$ cat src/rtl/ysyx_22040237_lsu.sv
// ============================================================================
// ysyx_22040237_lsu
// ----------------------------------------------------------------------------
// Multi-cycle load/store unit for the ysyx_22040237 core. It takes one decoded
// load/store at a time, issues exactly one request on the data-memory port,
// waits for that request's response and hands a single completion pulse to
// writeback. Loads return a sign- or zero-extended result; stores return a
// completion with no register write.
//
// FSM: IDLE -> REQ -> WAIT -> DONE -> IDLE (IDLE -> DONE for a misaligned
// access when the optional check is built in).
//
// Handshake: a memory request transfers in the cycle where mem_req_valid_o
// and mem_req_ready_i are both 1. mem_req_valid_o only rises in REQ and all
// mem_req_* outputs stay constant until that transfer. mem_resp_valid_i is
// only honoured in WAIT. lsu_ready_o is 1 only in IDLE, and an upstream access
// is taken when lsu_valid_i and lsu_ready_o are 1 with load_i or store_i set.
// There is no writeback backpressure: wb_valid_o is a one-cycle pulse.
//
// Configuration macro: YSYX_22040237_LSU_MISALIGN_EN
//   defined   : misaligned half/word/double accesses skip the memory request
//               and complete with misalign_o=1.
//   undefined : misalign_o is tied to 0; every access is issued, bytes beyond
//               lane 7 are dropped (store strobes truncated, missing load
//               bytes read as 0 before extension).
//
// Ports:
//   clk, rst               clock, synchronous active-high reset
//   lsu_valid_i/ready_o    upstream access handshake
//   load_i, store_i        access type (never both 1)
//   usign_i, size_i        zero-extend flag, size 00=B 01=H 10=W 11=D
//   base_i, offset_i       address operands (sum modulo 2^ADDR_W)
//   wdata_i, rd_idx_i      store data, destination register
//   mem_req_*              request channel to data memory
//   mem_resp_*             response channel (read data / write ack)
//   wb_*                   writeback completion
//   misalign_o             completion was a misaligned access
// ============================================================================
module ysyx_22040237_lsu #(
    parameter int ADDR_W = 64
) (
    input  logic              clk,
    input  logic              rst,
    input  logic              lsu_valid_i,
    output logic              lsu_ready_o,
    input  logic              load_i,
    input  logic              store_i,
    input  logic              usign_i,
    input  logic [1:0]        size_i,
    input  logic [63:0]       base_i,
    input  logic [63:0]       offset_i,
    input  logic [63:0]       wdata_i,
    input  logic [4:0]        rd_idx_i,
    output logic              mem_req_valid_o,
    input  logic              mem_req_ready_i,
    output logic              mem_req_wen_o,
    output logic [ADDR_W-1:0] mem_req_addr_o,
    output logic [63:0]       mem_req_wdata_o,
    output logic [7:0]        mem_req_wstrb_o,
    input  logic              mem_resp_valid_i,
    input  logic [63:0]       mem_resp_rdata_i,
    output logic              wb_valid_o,
    output logic              wb_wen_o,
    output logic [4:0]        wb_rd_idx_o,
    output logic [63:0]       wb_data_o,
    output logic              misalign_o
);

    typedef enum logic [1:0] {
        S_IDLE = 2'd0,
        S_REQ  = 2'd1,
        S_WAIT = 2'd2,
        S_DONE = 2'd3
    } state_t;

    state_t            r_state;
    state_t            w_next;

    logic [ADDR_W-1:0] r_addr;
    logic [1:0]        r_size;
    logic              r_usign;
    logic              r_store;
    logic [63:0]       r_wdata;
    logic [4:0]        r_rd_idx;
    logic [63:0]       r_rdata;

    logic [63:0]       w_sum;
    logic [ADDR_W-1:0] w_addr_new;
    logic              w_go;
    logic              w_mis_new;
    logic [2:0]        w_off;
    logic [7:0]        w_mask;
    logic [15:0]       w_strb_wide;
    logic [63:0]       w_wdata_lane;
    logic [63:0]       w_sh;
    logic [63:0]       w_ext;

    // Address wraps modulo 2^ADDR_W; upper sum bits are simply not kept.
    assign w_sum      = base_i + offset_i;
    assign w_addr_new = w_sum[ADDR_W-1:0];
    assign w_go       = lsu_valid_i & (load_i | store_i);
    assign w_off      = r_addr[2:0];

`ifdef YSYX_22040237_LSU_MISALIGN_EN
    logic r_misalign;

    always_comb begin
        w_mis_new = 1'b0;
        case (size_i)
            2'b01:   w_mis_new = w_sum[0];
            2'b10:   w_mis_new = (w_sum[1:0] != 2'b00);
            2'b11:   w_mis_new = (w_sum[2:0] != 3'b000);
            default: w_mis_new = 1'b0;
        endcase
    end
`else
    assign w_mis_new = 1'b0;
`endif

    // ------------------------------------------------------------------
    // State and latched access fields
    // ------------------------------------------------------------------
    always_ff @(posedge clk) begin
        if (rst) begin
            r_state  <= S_IDLE;
            r_addr   <= '0;
            r_size   <= 2'b00;
            r_usign  <= 1'b0;
            r_store  <= 1'b0;
            r_wdata  <= 64'd0;
            r_rd_idx <= 5'd0;
            r_rdata  <= 64'd0;
`ifdef YSYX_22040237_LSU_MISALIGN_EN
            r_misalign <= 1'b0;
`endif
        end else begin
            r_state <= w_next;
            if (r_state == S_IDLE && w_go) begin
                r_addr   <= w_addr_new;
                r_size   <= size_i;
                r_usign  <= usign_i;
                r_store  <= store_i;
                r_wdata  <= wdata_i;
                r_rd_idx <= rd_idx_i;
`ifdef YSYX_22040237_LSU_MISALIGN_EN
                r_misalign <= w_mis_new;
`endif
            end
            if (r_state == S_WAIT && mem_resp_valid_i) begin
                r_rdata <= mem_resp_rdata_i;
            end
        end
    end

    // ------------------------------------------------------------------
    // Next-state logic
    // ------------------------------------------------------------------
    always_comb begin
        w_next = r_state;
        case (r_state)
            S_IDLE: begin
                if (w_go) begin
                    w_next = w_mis_new ? S_DONE : S_REQ;
                end
            end
            S_REQ: begin
                if (mem_req_ready_i) begin
                    w_next = S_WAIT;
                end
            end
            S_WAIT: begin
                if (mem_resp_valid_i) begin
                    w_next = S_DONE;
                end
            end
            S_DONE: begin
                w_next = S_IDLE;
            end
            default: begin
                w_next = S_IDLE;
            end
        endcase
    end

    // ------------------------------------------------------------------
    // Lane alignment and load extension
    // ------------------------------------------------------------------
    always_comb begin
        w_mask = 8'h01;
        case (r_size)
            2'b00:   w_mask = 8'h01;
            2'b01:   w_mask = 8'h03;
            2'b10:   w_mask = 8'h0F;
            default: w_mask = 8'hFF;
        endcase
    end

    // Shifting in a 16-bit field and keeping the low byte drops strobes that
    // would fall beyond lane 7.
    assign w_strb_wide  = {8'h00, w_mask} << w_off;
    assign w_wdata_lane = r_wdata << {w_off, 3'b000};
    assign w_sh         = r_rdata >> {w_off, 3'b000};

    always_comb begin
        w_ext = 64'd0;
        case (r_size)
            2'b00:   w_ext = r_usign ? {56'd0, w_sh[7:0]}  : {{56{w_sh[7]}},  w_sh[7:0]};
            2'b01:   w_ext = r_usign ? {48'd0, w_sh[15:0]} : {{48{w_sh[15]}}, w_sh[15:0]};
            2'b10:   w_ext = r_usign ? {32'd0, w_sh[31:0]} : {{32{w_sh[31]}}, w_sh[31:0]};
            default: w_ext = w_sh;
        endcase
    end

    // ------------------------------------------------------------------
    // Outputs: everything is decoded from the current state so that idle
    // and reset cycles present all-zero buses.
    // ------------------------------------------------------------------
    always_comb begin
        lsu_ready_o     = 1'b0;
        mem_req_valid_o = 1'b0;
        mem_req_wen_o   = 1'b0;
        mem_req_addr_o  = '0;
        mem_req_wdata_o = 64'd0;
        mem_req_wstrb_o = 8'h00;
        wb_valid_o      = 1'b0;
        wb_wen_o        = 1'b0;
        wb_rd_idx_o     = 5'd0;
        wb_data_o       = 64'd0;
        misalign_o      = 1'b0;
        case (r_state)
            S_IDLE: begin
                lsu_ready_o = 1'b1;
            end
            S_REQ: begin
                mem_req_valid_o = 1'b1;
                mem_req_wen_o   = r_store;
                mem_req_addr_o  = r_addr;
                if (r_store) begin
                    mem_req_wdata_o = w_wdata_lane;
                    mem_req_wstrb_o = w_strb_wide[7:0];
                end
            end
            S_DONE: begin
                wb_valid_o  = 1'b1;
                wb_rd_idx_o = r_rd_idx;
`ifdef YSYX_22040237_LSU_MISALIGN_EN
                if (r_misalign) begin
                    misalign_o = 1'b1;
                end else if (!r_store) begin
                    wb_wen_o  = 1'b1;
                    wb_data_o = w_ext;
                end
`else
                if (!r_store) begin
                    wb_wen_o  = 1'b1;
                    wb_data_o = w_ext;
                end
`endif
            end
            default: begin
            end
        endcase
    end

endmodule
$ cat config.mk
export PLATFORM = sky130hd
export DESIGN_NAME = ysyx_22040237_lsu
export DESIGN_NICKNAME = d
export VERILOG_FILES = /design/src/rtl/ysyx_22040237_lsu.sv
export SDC_FILE = /design/constraint.sdc
export NUM_CORES = 1
export LEC_CHECK = 0
export ABC_AREA = 1
export CAP_MARGIN = 40
export CORE_MARGIN = 1.5
export CORE_UTILIZATION = 33
export DETAILED_ROUTE_END_ITERATION = 7
export PLACE_DENSITY_LB_ADDON = 0.05
export SETUP_SLACK_MARGIN = 0.15
export SLEW_MARGIN = 25
export SYNTH_ARGS = -nofsm -noshare
export SYNTH_HDL_FRONTEND = slang
export SYNTH_SLANG_ARGS = --single-unit
$ cat constraint.sdc
create_clock -name clk -period 3.4 [get_ports clk]
set_input_delay 0.51 -clock clk [delete_from_list [all_inputs] [get_ports clk]]
set_output_delay 0.51 -clock clk [all_outputs]
set_load 0.02 [all_outputs]
==> metrics.txt <==
Mapped Nets=3,494; via count of the routed design=21,202; final core utilization=0.466; CTS sink cnt=203; Arr. time, crit path=2.63 ns; Hold Path Class=register to register; clk root buf=clkbuf_16; drc violations=0; CTS H-Tree Depth=1; final cycle utilization of the critical path=0.925; # port buffers=480; actual slew at the worst max-slew pin=0.615 ns; sequential-to-total area share from yosys stat=0.231; total wire length=80,400 microns; max-cap violations=0; share of layout cells above drive strength 1=0.0585; IO Pins=482; Setup Viol. Count Final=0; die width=234 microns; Mapped Area=17,600 sq um; Worst-path clk slew=0.06 ns; Fin. Hold Viols=0; Mean Syn Cell Area=5.57 sq um; Reg area=4070 sq um; wire per inst=18.7 microns; Post-DRT Antenna Nets=0; Slew Limit Fails=0; CP max FO=16; Commonest cells post-synth=nand2_1, inv_1, nor2_1; GRT Total Usage=0.280; Final Wtd Congestion=0.969; antenna violations before repair=2; number of nets in the layout=3,930; Vias/cell=4.94; M1 wire length=36,500 microns; Hold Startpoint=r_wdata[63]; peak supply drop=0.000358 V; fin crit period=3.14 ns; HPWL Detailed=63,700 microns; top-count cell post-synth=nand2_1; DR iter-0 viols=1,533; FF+latch count, synth=203; area leader, netlist=dfxtp_1; Max Used Layer=met5; Setup WS post-layout=0.257 ns; share of the synthesized area in the top cell type=0.231; worst rel slew slack=0.585; CP top delay family=buffers and inverters; FP Rows=84; crit path cell chain=or2_2, o21ai_1, nor2_1, o31ai_2, o21ai_2, nor2_4, buf_12, buf_6, nor3_2, dlygate4sd2_1; TritonCTS clock tree=built; final hold slack=0.456 ns; total CTS buffers=27; dpl ws=0.267 ns; core area=52,700 sq um; die span in y=234 microns; fillers=5,688; global-route wire length before repair=118,000 microns; met2 WL=37,800 microns; Buffers & Inverters on Critical Path=3; asr flop ratio synth=0; Final Instance Count excl. Fillers=4,295; CP startpoint kind=register; drt pass-1 iters=5; largest net degree at the start of global routing=106; slowest CP cell=dfxtp_4; post-synth cell types=44; PD cells=503 nW/um^2; CP max stage delay=0.40 ns; crit end category=primary output; Synth Warn #=0; launch point of the worst path=r_addr[0]; synth-to-layout area growth=39.4%; maximum clock frequency=318 MHz; skew final=0.0216 ns; largest cells by area after synthesis=dfxtp_1, nand2_1, inv_1; worst skew pair latency=0.56 ns; CP required=2.89 ns; Die Area=54,700 sq um; Post-synth EDFFs=0; leakage=13.5 nW; status=complete, no violations; CP Class=register to primary output; # placed instances=4,229; met3 WL=4250 microns; Starting Density=0.334; Multi-input gate area=10,800 sq um; RSZ-0062 raised after global routing=yes; GRT overflow=0; setup_tns=0 ns; CTS max path bufs=3; worst r2r src=r_state[0]; Mapped Cells=3,155; ys flop type=dfxtp_1; number of global-route vias before repair=19,558
-- through the flow --
| step | area (sq um) | power (mW) |
|---|---|---|
| after CTS | 24200 | 12.1 |
| final | 24500 | 12.3 |
| after global routing | 24500 | 13.1 |
| after floorplan | 17600 | 6.90 |
| after detailed placement | 23200 | 9.25 |
| after global placement | 23200 | 9.17 |
-- kinds of logic (layout without fill, tap and decap cells) --
kind of cell,count (synthesis),count (layout),synth area share
AOI/OAI and AO/OA,652,652,0.203
and+or+nand+nor,1443,1443,0.331
xor gates and xnor gates,29,29,0.0144
buffers and inverters,745,1196,0.163
muxes,14,14,0.00868
adders and majority gates,68,68,0.0488
other,1,2,0.000213
DFF,203,203,0.231
-- metal layers --
metal | up-vias | track usage
met5 | - | 0
met4 | 4 | 0.0663
met3 | 90 | 0.0254
met2 | 643 | 0.484
met1 | 9791 | 0.374
li1 | 10674 | -
-- repair_timing --
action,in CTS,in global routing
setup buffers,3,10
hold buffers,0,0
hold endpoints to repair,0,0
pin swaps,4,7
setup endpoints to repair,161,133
gates cloned,3,4
gates resized for setup,118,132
-- area by class of cell --
class                      count  share of cell area
sequential                   203               0.166
multi-input combinational   2207               0.440
timing repair buffer         555               0.232
clock buffer                  39              0.0323
inverter                     595              0.0921
tap                          688              0.0351
clock inverter                 5             0.00117
antenna                        1            0.000102
timing repair inverter         2            0.000612
-- state kept, by name, indices dropped and copies added, names as in the netlist --
register and count:
r_addr 64, r_rdata 64, r_wdata 64, r_rd_idx 5
r_size 2, r_state 2, r_store 1, r_usign 1
-- where the power goes --
| part | leakage (nW) | switching [mW] | total [mW] | internal, mW |
|---|---|---|---|---|
| clock | 0.409 | 1.13 | 2.72 | 1.59 |
| sequential | 1.67 | 0.372 | 3.30 | 2.93 |
| combinational | 11.5 | 4.04 | 6.30 | 2.27 |
| total | 13.5 | 5.54 | 12.3 | 6.78 |
-- cells in the final DEF (no fill, tap or decap), types with 60 or more instances in the layout --
| cell type | synthesis | final |
|---|---|---|
| nand2_1 | 934 | 931 |
| inv_1 | 589 | 585 |
| nor2_1 | 350 | 345 |
| dlymetal6s2s_1 | 0 | 60 |
| dfxtp_1 | 203 | 200 |
| nand3_1 | 85 | 85 |
| ha_1 | 67 | 66 |
| clkdlybuf4s50_1 | 0 | 348 |
| o21ai_0 | 347 | 332 |
| a21oi_1 | 169 | 168 |
-- worst paths after layout --
check | endpoint | slack, ns | depth (start not counted)
worst max-delay path | wb_data_o[39] | 0.26 | 10
worst min-delay path | r_wdata[63] | 0.46 | 2
worst max register to register | r_addr[0] | 1.46 | 8
worst min register to register | r_wdata[63] | 0.46 | 2
-- worst min-delay path, stage by stage (launching register included) --
cell,delay (ns)
dfxtp_1,0.30
inv_1,0.06
a21oi_1,0.05
(Power assumes the default switching activity.)
